### config.mk
export PLATFORM = sky130hd
export DESIGN_NAME = frame_writer
export DESIGN_NICKNAME = d
export VERILOG_FILES = /design/src/rtl/frame_writer.sv
export SDC_FILE = /design/constraint.sdc
export NUM_CORES = 1
export LEC_CHECK = 0
export ABC_AREA = 0
export BUFFER_PORTS_ARGS = -buffer_cell sky130_fd_sc_hd__buf_4
export CORE_ASPECT_RATIO = 0.8
export CORE_MARGIN = 10
export CORE_UTILIZATION = 41
export DETAILED_ROUTE_END_ITERATION = 8
export PLACE_DENSITY_LB_ADDON = 0.25
export SLEW_MARGIN = 20
export SYNTH_ARGS = -nofsm -noshare
export SYNTH_HDL_FRONTEND = slang
export SYNTH_SLANG_ARGS = --single-unit
export TNS_END_PERCENT = 30
### constraint.sdc
create_clock -name p_clock -period 2.71 [get_ports p_clock]
set_input_delay 0.271 -clock p_clock [delete_from_list [all_inputs] [get_ports p_clock]]
set_output_delay 0.271 -clock p_clock [all_outputs]
set_load 0.02 [all_outputs]
### src/rtl/frame_writer.sv
// frame_writer: packs an RGB888 pixel stream to RGB332, buffers it in a
// small show-ahead FIFO and writes exactly one frame to sequential addresses.
// Ports: p_clock/rst (async, active-high); start arms a capture; vsync,
// pixel_data, pixel_valid from the sensor path; mem_ready/mem_we/mem_addr/
// mem_data to the frame buffer; busy, done pulse, sticky overflow/short_frame.
module frame_writer #(
    parameter int H_RES      = 160,
    parameter int V_RES      = 120,
    parameter int ADDR_W     = 15,
    parameter int FIFO_DEPTH = 4
) (
    input  logic              p_clock,
    input  logic              rst,
    input  logic              start,
    input  logic              vsync,
    input  logic [23:0]       pixel_data,
    input  logic              pixel_valid,
    input  logic              mem_ready,
    output logic              mem_we,
    output logic [ADDR_W-1:0] mem_addr,
    output logic [7:0]        mem_data,
    output logic              busy,
    output logic              done,
    output logic              overflow,
    output logic              short_frame
);
    localparam int TOTAL = H_RES * V_RES;
    localparam int CNT_W = $clog2(TOTAL + 1);
    localparam int PTR_W = $clog2(FIFO_DEPTH);
    localparam int OCC_W = PTR_W + 1;
    localparam logic [CNT_W-1:0] TOTAL_C = CNT_W'(TOTAL);
    localparam logic [OCC_W-1:0] DEPTH_C = OCC_W'(FIFO_DEPTH);

    typedef enum logic [2:0] {
        S_IDLE,
        S_ARM,
        S_WRITE,
        S_DRAIN,
        S_DONE
    } state_t;

    state_t            state_q, state_d;
    logic              seen_hi_q, seen_hi_d;
    logic [CNT_W-1:0]  push_cnt_q, push_cnt_d;
    logic [ADDR_W-1:0] addr_q, addr_d;
    logic [7:0]        fifo_q [FIFO_DEPTH];
    logic [7:0]        fifo_d [FIFO_DEPTH];
    logic [PTR_W-1:0]  wr_ptr_q, wr_ptr_d;
    logic [PTR_W-1:0]  rd_ptr_q, rd_ptr_d;
    logic [OCC_W-1:0]  occ_q, occ_d;
    logic              ovf_q, ovf_d;
    logic              short_q, short_d;

    logic [7:0] px332;
    logic       fifo_empty;
    logic       fifo_full;
    logic       push_req;
    logic       push;
    logic       pop;
    logic       unused_bits;

    assign px332       = {pixel_data[7:5], pixel_data[15:13], pixel_data[23:22]};
    assign unused_bits = ^{pixel_data[21:16], pixel_data[12:8], pixel_data[4:0]};

    assign fifo_empty  = (occ_q == '0);
    assign fifo_full   = (occ_q == DEPTH_C);
    assign busy        = (state_q != S_IDLE);
    assign done        = (state_q == S_DONE);
    assign mem_we      = busy && !fifo_empty;
    assign mem_addr    = addr_q;
    assign mem_data    = fifo_q[rd_ptr_q];
    assign overflow    = ovf_q;
    assign short_frame = short_q;

    // Fullness is judged on the start-of-cycle count, so a push into a
    // full FIFO is dropped even when a pop frees a slot in the same cycle.
    assign push_req = (state_q == S_WRITE) && pixel_valid
                      && (push_cnt_q < TOTAL_C);
    assign push     = push_req && !fifo_full;
    assign pop      = mem_we && mem_ready;

    always_comb begin
        state_d    = state_q;
        seen_hi_d  = seen_hi_q;
        push_cnt_d = push_cnt_q;
        addr_d     = addr_q;
        fifo_d     = fifo_q;
        wr_ptr_d   = wr_ptr_q;
        rd_ptr_d   = rd_ptr_q;
        occ_d      = occ_q;
        ovf_d      = ovf_q;
        short_d    = short_q;

        if (push) begin
            fifo_d[wr_ptr_q] = px332;
            wr_ptr_d         = wr_ptr_q + PTR_W'(1);
            push_cnt_d       = push_cnt_q + CNT_W'(1);
        end
        if (push_req && fifo_full) begin
            ovf_d = 1'b1;
        end
        if (pop) begin
            rd_ptr_d = rd_ptr_q + PTR_W'(1);
            addr_d   = addr_q + ADDR_W'(1);
        end
        case ({push, pop})
            2'b10:   occ_d = occ_q + OCC_W'(1);
            2'b01:   occ_d = occ_q - OCC_W'(1);
            default: occ_d = occ_q;
        endcase

        unique case (state_q)
            S_IDLE: begin
                if (start) begin
                    state_d    = S_ARM;
                    seen_hi_d  = 1'b0;
                    push_cnt_d = '0;
                    addr_d     = '0;
                    ovf_d      = 1'b0;
                    short_d    = 1'b0;
                end
            end
            S_ARM: begin
                // Only a high-then-low vsync marks a real frame start.
                if (vsync) begin
                    seen_hi_d = 1'b1;
                end else if (seen_hi_q) begin
                    state_d = S_WRITE;
                end
            end
            S_WRITE: begin
                if (push_cnt_d == TOTAL_C) begin
                    state_d = S_DRAIN;
                end else if (vsync) begin
                    short_d = 1'b1;
                    state_d = S_DRAIN;
                end
            end
            S_DRAIN: begin
                if (occ_d == '0) begin
                    state_d = S_DONE;
                end
            end
            S_DONE: begin
                state_d = S_IDLE;
            end
            default: begin
                state_d = S_IDLE;
            end
        endcase
    end

    always_ff @(posedge p_clock or posedge rst) begin
        if (rst) begin
            state_q    <= S_IDLE;
            seen_hi_q  <= 1'b0;
            push_cnt_q <= '0;
            addr_q     <= '0;
            wr_ptr_q   <= '0;
            rd_ptr_q   <= '0;
            occ_q      <= '0;
            ovf_q      <= 1'b0;
            short_q    <= 1'b0;
            for (int i = 0; i < FIFO_DEPTH; i++) begin
                fifo_q[i] <= '0;
            end
        end else begin
            state_q    <= state_d;
            seen_hi_q  <= seen_hi_d;
            push_cnt_q <= push_cnt_d;
            addr_q     <= addr_d;
            wr_ptr_q   <= wr_ptr_d;
            rd_ptr_q   <= rd_ptr_d;
            occ_q      <= occ_d;
            ovf_q      <= ovf_d;
            short_q    <= short_d;
            fifo_q     <= fifo_d;
        end
    end
endmodule

==> flow_summary_export.csv, run 1 <==
group,metric,value,unit
outcome,outcome,"complete, but fails checks",
outcome,violations,"negative hold slack",
critical_path,cp_data_required_time,2.92,ns
clocking,clk_pin_slew,0.06,ns
timing,fin_crit_sh,0.982,
route,vias_per_cell,5.30,
synthesis,syn_nets,388,
power_and_ir_drop,p_per_area,1050,mW/mm^2
timing,maxSlewViolCount,0,
route,drt_iter0_drc,167,
clocking,cts.htree.levels,3,
critical_path,crit_path_start_kind,"flop",
clocking,tritoncts,"built",
power_and_ir_drop,power,5.00,mW
synthesis,synthTopCellsByArea,"dfrtp_1 (49%), mux2_2 (9.4%), mux4_2 (4.7%), xnor2_1 (3.6%), nor2_1 (3.3%)",
clocking,insertion_delay,0.33,ns
synthesis,synth_warnings,0,
clocking,cts_hold_buf,0,
global_route,antenna_found_initial,0,
floorplan,die_w,128,um
floorplan,core,0.00911,sq mm
floorplan,die_y,107,um
clocking,cts.path.max_buffers,2,
critical_path,cp_max_fo,2,
critical_path,ff2ff_setup_slack,0.05,ns
power_and_ir_drop,p_leak,2.15,nW
placement,dp_hpwl,5.81,mm
floorplan,start_util,0.422,
timing,max_slew_margin,0.575,
timing,setup_viol,0,
synthesis,synth_edf_count,0,
global_route,grt_overflow,0,
route,drc,0,
synthesis,yosysSeqAreaShare,0.488,
clocking,clock-sinks,75,
global_route,grt_pass1_wl,14.0,mm
timing,fin_crit,2.66,ns
finish,drive_gt1_frac,0.313,
synthesis,synth.largest_area_cell,"dfrtp_1",
floorplan,dieArea,0.0137,sq mm
timing,hold_viol_final,22,
timing,clock.fmax,376,MHz
route,vias,2794,
finish,nets,446,
placement,io_buffers,41,
synthesis,synth_top_area_frac,0.488,
synthesis,synth_cells,350,
hold_path,hold_class,"input port to asynchronous set/reset pin",
synthesis,syn_avg_cell_area,11.0,sq um
synthesis,synth_ff_type,"dfrtp_1",
placement,place_congestion,0.778,
timing,rsz0062_at_grt,"true",
critical_path,arrival,2.87,ns
synthesis,ys_ff_latch,75,
critical_path,end_kind,"flop",
global_route,grt_pass1_vias,2870,
timing,fin_skew,0.00570,ns
floorplan,ioPinCount,58,
critical_path,crit_type,"flop to flop",
timing,holdWs,-0.00963,ns
route,firstDrtPassIters,4,
finish,syn2layout_area_growth,24.1,%
global_route,grt_max_degree,54,
clocking,cts_root_buffer,"clkbuf_16",
run,maxCapViolCount,0,
synthesis,async_flop_share,1.00,
finish,nFillCells,783,
synthesis,synthesis.area,0.00384,sq mm
route,routed_wirelength,8.21,mm
finish,antenna_cells,0,
power_and_ir_drop,peakVddDrop,0.000728,V
clocking,cts_buffers,9,
route,post_drt_wl_per_cell,15.6,um
timing,max_slew.worst_pin.slew,0.638,ns
route,postRouteAntennaNets,0,
floorplan,rows,31,
synthesis,ys_types,52,
global_route,grt.total_usage,0.126,
placed cells by master (no fill, tap or decap), types with 3 or more instances in the layout:
master / n
buf_4: 60
xnor2_1: 16
ha_1: 6
nand4_1: 7
mux2_2: 32
o21ai_0: 11
and3_1: 7
nand3_1: 13
nor2b_1: 4
bufinv_16: 3
nor3_1: 5
or3_1: 9
mux4_2: 8
nor2_1: 34
inv_1: 10
a21oi_1: 16
nand2_1: 26
mux2i_1: 4
xor2_1: 11
clkbuf_16: 9
dfrtp_1: 75
power breakdown:
group          internal (mW)  switching, mW
combinational           1.00          0.907
clock                  0.892          0.447
sequential              1.47          0.282
path summary, 6_finish.rpt:
path,from,endpoint,cells past startpoint
max,occ_q[0]$_DFF_PP0_,state_q[0]$_DFFE_PP0P_,12
min,rst,mem_addr[1]$_DFF_PP0_,2
max reg2reg,occ_q[0]$_DFF_PP0_,state_q[0]$_DFFE_PP0P_,12
min reg2reg,fifo_q[9]$_DFFE_PP0P_,fifo_q[9]$_DFFE_PP0P_,1
max in group asynchronous,rst,push_cnt_q[3]$_DFF_PP0_,3
min in group p_clock,pixel_data[14],fifo_q[27]$_DFFE_PP0P_,2
cell families (layout without fill, tap and decap cells):
| family | count (synthesis) | count (layout) | synth area share |
|---|---|---|---|
| buf+inv | 28 | 90 | 0.0316 |
| fa+ha+maj | 8 | 8 | 0.0280 |
| flops | 75 | 75 | 0.488 |
| mux | 44 | 44 | 0.151 |
| compound gates | 45 | 45 | 0.0762 |
| simple gates | 123 | 123 | 0.164 |
| xor+xnor | 27 | 27 | 0.0615 |
per-stage QoR:
stage	setup slack, ns	utilization	setup TNS [ns]	cells	cell area (sq um)
floorplan	0.0706	-	0	350	3850
detailed placement	-0.0437	0.484	-0.0437	511	4410
CTS	0.00639	0.523	0	527	4770
finish	0.0495	0.523	0	527	4770
global placement	0.0577	0.484	0	511	4410
global route	-0.0757	0.523	-0.0757	527	4770
layer usage:
layer,global-route usage,share of wire
met5,0,0
met3,0.0542,0.069
met1,0.166,0.48
met4,0.0289,0.0089
met2,0.187,0.44
Yosys cell counts (all sizes together) (2+ instances only):
library cell   n
mux2          32
o32ai          2
nor2b          4
xor2          11
nor2          34
xnor2         16
ha             7
dfrtp         75
and4           2
buf            7
mux2i          4
nor3           5
and3           7
nand4          7
or4            2
clkbuf         8
mux4           8
nor3b          2
o21ai         13
nand2         26
a31oi          2
a21oi         16
or3            9
inv           13
nor4           2
nand3         13
and2           2
state kept, by name, summed over array words and instances (netlist names):
name and count:
mem_addr 15, rd_ptr_q 2, seen_hi_q 1, fifo_q 32, push_cnt_q 15, wr_ptr_q 2, state_q 3, occ_q 3
short_frame 1, overflow 1
cell type report:
| class | instances | area, sq um | share of cell area |
|---|---|---|---|
| Clock buffer | 10 | 229 | 0.0480 |
| Clock inverter | 5 | 103 | 0.0215 |
| Inverter | 13 | 51.3 | 0.0108 |
| Multi-Input combinational cell | 247 | 1880 | 0.393 |
| Sequential cell | 75 | 1880 | 0.393 |
| Tap cell | 115 | 144 | 0.0302 |
| Timing Repair Buffer | 62 | 490 | 0.103 |
critical path, cell delays in order, from the launching register on:
cell      delay [ns]
dfrtp_1         0.38
or3b_4          0.40
o2111a_4        0.18
inv_4           0.07
ha_4            0.13
inv_2           0.04
fa_2            0.33
xor2_1          0.16
o21a_1          0.21
o41ai_2         0.35
a21oi_1         0.14
o31ai_1         0.08
o21ai_1         0.09
what timing repair did:
action | in CTS | in global routing
buffers inserted | 1 | 0
setup endpoints to repair | 1 | 1
gates resized for setup | 5 | 1
pin swaps | 3 | 0
Power figures use the tool's default switching activity.
==> run 2: changes to the inputs <==
--- a/config.mk
+++ b/config.mk
@@ -12,6 +12,7 @@
 export CORE_UTILIZATION = 41
 export DETAILED_ROUTE_END_ITERATION = 8
 export PLACE_DENSITY_LB_ADDON = 0.25
+export REMOVE_ABC_BUFFERS = 1
 export SLEW_MARGIN = 20
 export SYNTH_ARGS = -nofsm -noshare
 export SYNTH_HDL_FRONTEND = slang
==> run 2 against run 1 <==
  * The flow now finishes without violations
  * Wire length decreased by 1.1%
  * Global-route usage decreased by 0.34 points
  * Clock power decreased by 10%
==> flow_summary_export.csv, run 2 (synthesis results as in run 1) <==
group,metric,value,unit
outcome,outcome,"complete, no violations",
global_route,grt_pass1_vias,2804,
floorplan,rows,31,
critical_path,reg2regPathDepth,12,
clocking,cts_buffers,9,
critical_path,worst-path-buf-inv,2,
finish,stdcell_area,0.00476,sq mm
timing,rsz0062_at_grt,"true",
clocking,cts_hold_buf,0,
finish,syn2layout_area_growth,23.7,%
critical_path,ff2ff_setup_slack,0.04,ns
route,drt_iter0_drc,160,
global_route,grt.total_usage,0.123,
power_and_ir_drop,sw_frac_of_total,0.339,
timing,maxSlewViolCount,0,
critical_path,cp_max_fo,2,
global_route,grt_max_degree,51,
critical_path,crit_chain,"or3b_4 > o2111a_4 > inv_4 > ha_4 > inv_2 > fa_2 > xor2_1 > o21a_1 > o41ai_2 > a21oi_1 > o31ai_1 > o21ai_1",
critical_path,arrival,2.88,ns
power_and_ir_drop,clkPwrFrac,0.247,
placement,post_dp_cell_area,0.00441,sq mm
power_and_ir_drop,comb_power_share,0.391,
critical_path,r2r_start,"occ_q[1]$_DFF_PP0_",
floorplan,start_util,0.422,
critical_path,crit_slowest_cell,"or3b_4",
floorplan,ioPinCount,58,
placement,place_congestion,0.819,
power_and_ir_drop,seq_power_share,0.361,
floorplan,die_y,107,um
run,maxCapViolCount,0,
global_route,grt_overflow,0,
route,post_drt_wl_per_cell,15.3,um
power_and_ir_drop,p_per_area,1020,mW/mm^2
route,vias_per_cell,5.20,
critical_path,path_depth,12,
finish,largest_reg_flops,32,
timing,setup_viol,0,
clocking,clock-sinks,75,
critical_path,crit_path_start_kind,"flop",
timing,fin_crit,2.67,ns
finish,nFillCells,788,
route,postRouteAntennaNets,0,
route,drc,0,
clocking,cts.htree.levels,3,
timing,max_slew_margin,0.601,
critical_path,cp_data_required_time,2.92,ns
critical_path,cp_top_family,"compound AO/OA/AOI/OAI gates",
clocking,cts.path.max_buffers,2,
route,firstDrtPassIters,4,
global_route,grt_pass1_wl,13.8,mm
global_route,antenna_found_initial,0,
route,vias,2760,
finish,drive_gt1_frac,0.322,
finish,fin_cells,531,
route,routed_wirelength,8.12,mm
finish,antenna_cells,0,
timing,hold_viol_final,0,
placement,dp_cells,514,
timing,fin_crit_sh,0.986,
placement,dp_hpwl,5.59,mm
finish,final_cell_mix,"dfrtp_1 (75), buf_4 (64), nor2_1 (34)",
finish,multi_input_area,0.00188,sq mm
power_and_ir_drop,power,4.85,mW
critical_path,critPathMaxStageDelay,0.42,ns
critical_path,crit_type,"flop to flop",
critical_path,end_kind,"flop",
timing,max_slew.worst_pin.slew,0.598,ns
critical_path,critPathLaunch,"occ_q[1]$_DFF_PP0_",
critical_path,endpoint,"state_q[0]$_DFFE_PP0P_",
timing,fin_skew,0.00700,ns
critical_path,r2r-end,"state_q[0]$_DFFE_PP0P_",
power_and_ir_drop,p_leak,2.15,nW
hold_path,hold_class,"input port to asynchronous set/reset pin",
finish,regMostFlops,"fifo_q",
power_and_ir_drop,peakVddDrop,0.000677,V
finish,regArea,0.00188,sq mm
floorplan,core,0.00911,sq mm
timing,clock.fmax,374,MHz
power_and_ir_drop,p_int,3.20,mW
finish,nets,449,
floorplan,die_w,128,um
placement,io_buffers,41,
power_and_ir_drop,p_switching,1.64,mW
clocking,clk_pin_slew,0.06,ns
clocking,cts_root_buffer,"clkbuf_16",
floorplan,dieArea,0.0137,sq mm
clocking,insertion_delay,0.33,ns
finish,final_common_cell,"dfrtp_1",
clocking,tritoncts,"built",
## run 2: worst min path at each step
stage               start                 endpoint  slack (ns)  cells past startpoint
global route          rst  push_cnt_q[7]$_DFF_PP0_        0.06                      2
finish                rst  push_cnt_q[7]$_DFF_PP0_       0.009                      2
floorplan           vsync  short_frame$_DFFE_PP0P_        0.41                      1
global placement      rst  push_cnt_q[7]$_DFF_PP0_        0.38                      2
CTS                   rst       overflow$_DFF_PP0_        0.03                      2
detailed placement    rst  push_cnt_q[7]$_DFF_PP0_        0.38                      2
## run 2: power by group through the flow
stage / combinational, mW / clock [mW] / sequential [mW]
detailed placement: 1.86 / 0 / 1.77
global route: 2.09 / 1.28 / 1.80
global placement: 1.82 / 0 / 1.75
floorplan: 1.16 / 0 / 1.75
finish: 1.90 / 1.20 / 1.75
CTS: 1.88 / 1.23 / 1.75
## run 2: stage by stage
stage / hold slack [ns] / setup TNS, ns / worst slack, ns / utilization
2_1_floorplan: 0.412 / -1.22 / -0.486 / -
3_3_place_gp: 0.381 / -0.101 / -0.101 / 0.484
3_5_place_dp: 0.382 / -0.148 / -0.148 / 0.484
4_1_cts: 0.0265 / 0 / 0.0166 / 0.518
5_1_grt: 0.0577 / -0.0811 / -0.0811 / 0.522
6_report: 0.00946 / 0 / 0.0371 / 0.522
## run 2: layout make-up
| cell class | count | area share |
|---|---|---|
| inverter | 13 | 0.0108 |
| multi-input combinational | 247 | 0.395 |
| sequential | 75 | 0.395 |
| tap | 115 | 0.0302 |
| timing repair buffer | 65 | 0.105 |
| clock inverter | 5 | 0.0129 |
| clock buffer | 11 | 0.0510 |
## run 2: timing repair
action / in CTS / in global routing
buffers inserted: 0 / 1
gates cloned: 0 / 0
pin swaps: 1 / 4
setup endpoints to repair: 1 / 2
gates resized for setup: 1 / 7
## run 2: worst reg2reg max path: stages (launching register included)
cell	delay (ns)
dfrtp_1	0.38
or3b_4	0.42
o2111a_4	0.18
inv_4	0.06
ha_4	0.12
inv_2	0.03
fa_2	0.32
xor2_1	0.16
o21a_1	0.20
o41ai_2	0.36
a21oi_1	0.14
o31ai_1	0.08
o21ai_1	0.09
## run 2: routing by layer
metal | up-vias | GRT usage | share of wire
li1 | 1363 | - | -
met1 | 1343 | 0.164 | 0.48
met2 | 47 | 0.181 | 0.45
met3 | 7 | 0.0478 | 0.056
met4 | 0 | 0.0313 | 0.0092
met5 | - | 0 | 0
==> run 3: changes to the inputs <==
--- a/config.mk
+++ b/config.mk
@@ -11,7 +11,8 @@
 export CORE_MARGIN = 10
 export CORE_UTILIZATION = 41
 export DETAILED_ROUTE_END_ITERATION = 8
-export PLACE_DENSITY_LB_ADDON = 0.25
+export GPL_TIMING_DRIVEN = 0
+export PLACE_DENSITY = 0.72
 export REMOVE_ABC_BUFFERS = 1
 export SLEW_MARGIN = 20
 export SYNTH_ARGS = -nofsm -noshare
==> run 3 against run 2 <==
  * The flow now finishes with violations (negative hold slack, negative setup slack)
  * Total power up 2.7%
  * Highest routed layer unchanged
  * Register-to-register slack got worse by 0.18 ns
  * Combinational power is 8% higher
  * Maximum frequency decreased by 6.4%
  * Critical path depth unchanged
  * Global-route usage grew 0.56 points
  * Count of clock-buffer cells in the layout rose by 1
==> flow_summary_export.csv, run 3 (synthesis results as in run 1) <==
group,metric,value,unit
outcome,outcome,"complete, but fails checks",
outcome,violations,"negative hold slack, negative setup slack",
power_and_ir_drop,peakVddDrop,0.000892,V
timing,finalWorstSetupSlack,-0.147,ns
floorplan,die_w,128,um
finish,final_cell_mix,"dfrtp_1 (70), buf_4 (53), nor2_1 (34)",
critical_path,end_kind,"flop",
timing,maxSlewViolCount,0,
route,drc,0,
critical_path,ff2ff_setup_slack,-0.15,ns
route,post_drt_wl_per_cell,16.6,um
timing,fin_crit_sh,1.05,
critical_path,arrival,3.06,ns
global_route,grt_max_degree,41,
placement,post_dp_cell_area,0.00426,sq mm
timing,fin_crit,2.86,ns
global_route,grt_pass1_vias,2834,
clocking,cts_hold_buf,0,
finish,largest_reg_flops,32,
floorplan,rows,31,
placement,place_congestion,0.827,
placement,dp_hpwl,5.40,mm
critical_path,critPathLaunch,"occ_q[2]$_DFF_PP0_",
finish,regArea,0.00188,sq mm
floorplan,start_util,0.422,
clocking,cts_buffers,9,
run,maxCapViolCount,0,
timing,fin_skew,0.00508,ns
finish,final_common_cell,"dfrtp_1",
critical_path,crit_path_start_kind,"flop",
route,routed_wirelength,8.62,mm
finish,multi_input_area,0.00197,sq mm
clocking,tritoncts,"built",
timing,setup_viol,2,
critical_path,reg2regPathDepth,12,
clocking,cts.path.max_buffers,2,
finish,antenna_cells,0,
finish,nets,439,
clocking,clock-sinks,75,
critical_path,r2r_start,"occ_q[2]$_DFF_PP0_",
global_route,grt.total_usage,0.128,
global_route,grt_overflow,0,
finish,regMostFlops,"fifo_q",
placement,io_buffers,41,
finish,fin_cells,520,
timing,max_slew.worst_pin.slew,0.659,ns
finish,syn2layout_area_growth,23.4,%
finish,nFillCells,782,
clocking,cts.htree.levels,3,
route,postRouteAntennaNets,0,
placement,place_ws,-0.457,ns
floorplan,core,0.00911,sq mm
global_route,antenna_found_initial,0,
clocking,insertion_delay,0.33,ns
route,vias,2820,
route,vias_per_cell,5.42,
clocking,clk_pin_slew,0.05,ns
global_route,grt_pass1_wl,14.2,mm
floorplan,die_y,107,um
floorplan,ioPinCount,58,
critical_path,crit_type,"flop to flop",
finish,drive_gt1_frac,0.341,
critical_path,cp_data_required_time,2.92,ns
route,firstDrtPassIters,4,
critical_path,cp_max_fo,4,
timing,holdWs,-0.0233,ns
timing,hold_viol_final,14,
floorplan,dieArea,0.0137,sq mm
power_and_ir_drop,p_leak,2.08,nW
route,drt_iter0_drc,245,
placement,dp_cells,493,
timing,clock.fmax,350,MHz
clocking,cts_root_buffer,"clkbuf_16",
timing,max_slew_margin,0.561,
timing,rsz0062_at_grt,"true",
power_and_ir_drop,p_per_area,1050,mW/mm^2
finish,stdcell_area,0.00474,sq mm
hold_path,hold_class,"input port to asynchronous set/reset pin",
[run 3: worst paths after layout]
kind,to
max in group asynchronous,fifo_q[30]$_DFFE_PP0P_
setup / recovery,state_q[0]$_DFFE_PP0P_
hold / removal,mem_addr[3]$_DFF_PP0_
hold reg to reg,fifo_q[13]$_DFFE_PP0P_
setup reg to reg,state_q[0]$_DFFE_PP0P_
min in group p_clock,fifo_q[8]$_DFFE_PP0P_
[run 3: critical path: stages, from the launching register on]
cell and delay [ns]:
dfrtp_1 0.43, or3b_4 0.42, o2111a_4 0.19, clkinv_4 0.06, ha_4 0.13, inv_2 0.04
fa_2 0.39, xor2_2 0.16, o21a_1 0.23, o41ai_4 0.40, a21oi_2 0.12, o31ai_2 0.08
o21ai_1 0.10
[run 3: stage by stage]
step | setup TNS (ns) | power [mW] | utilization
6_report | -0.218 | 4.98 | 0.521
5_1_grt | -0.448 | 5.29 | 0.521
4_1_cts | -0.0516 | 4.77 | 0.507
3_5_place_dp | -0.901 | 3.50 | 0.468
3_3_place_gp | -34.44 | 3.40 | 0.464
2_1_floorplan | -1.22 | 2.91 | -
[run 3: repair_timing]
item	in CTS	in global routing
hold endpoints to repair	0	0
gates cloned	1	0
buffers inserted	5	6
gates resized for setup	10	19
setup endpoints to repair	3	4
pin swaps	4	6
[run 3: power by group]
| group | internal [mW] | leakage, nW | switching, mW | total (mW) |
|---|---|---|---|---|
| Sequential | 1.47 | 0.970 | 0.320 | 1.79 |
| Combinational | 1.06 | 0.977 | 0.995 | 2.06 |
| Clock | 0.705 | 0.136 | 0.424 | 1.13 |
| Total | 3.24 | 2.08 | 1.74 | 4.98 |
[run 3: area by class of cell]
cell class,instances,area share
multi-input combinational,248,0.415
inverter,13,0.0119
sequential,75,0.397
clock buffer,12,0.0498
clock inverter,3,0.00844
tap,115,0.0303
timing repair buffer,54,0.0881
[run 3: per-layer routing]
layer	global-route usage	wire length, um	vias to the layer above
met3	0.0473	509	7
met5	0	0	-
met4	0.0393	59	0
li1	-	-	1354
met2	0.195	4220	74
met1	0.166	3830	1385
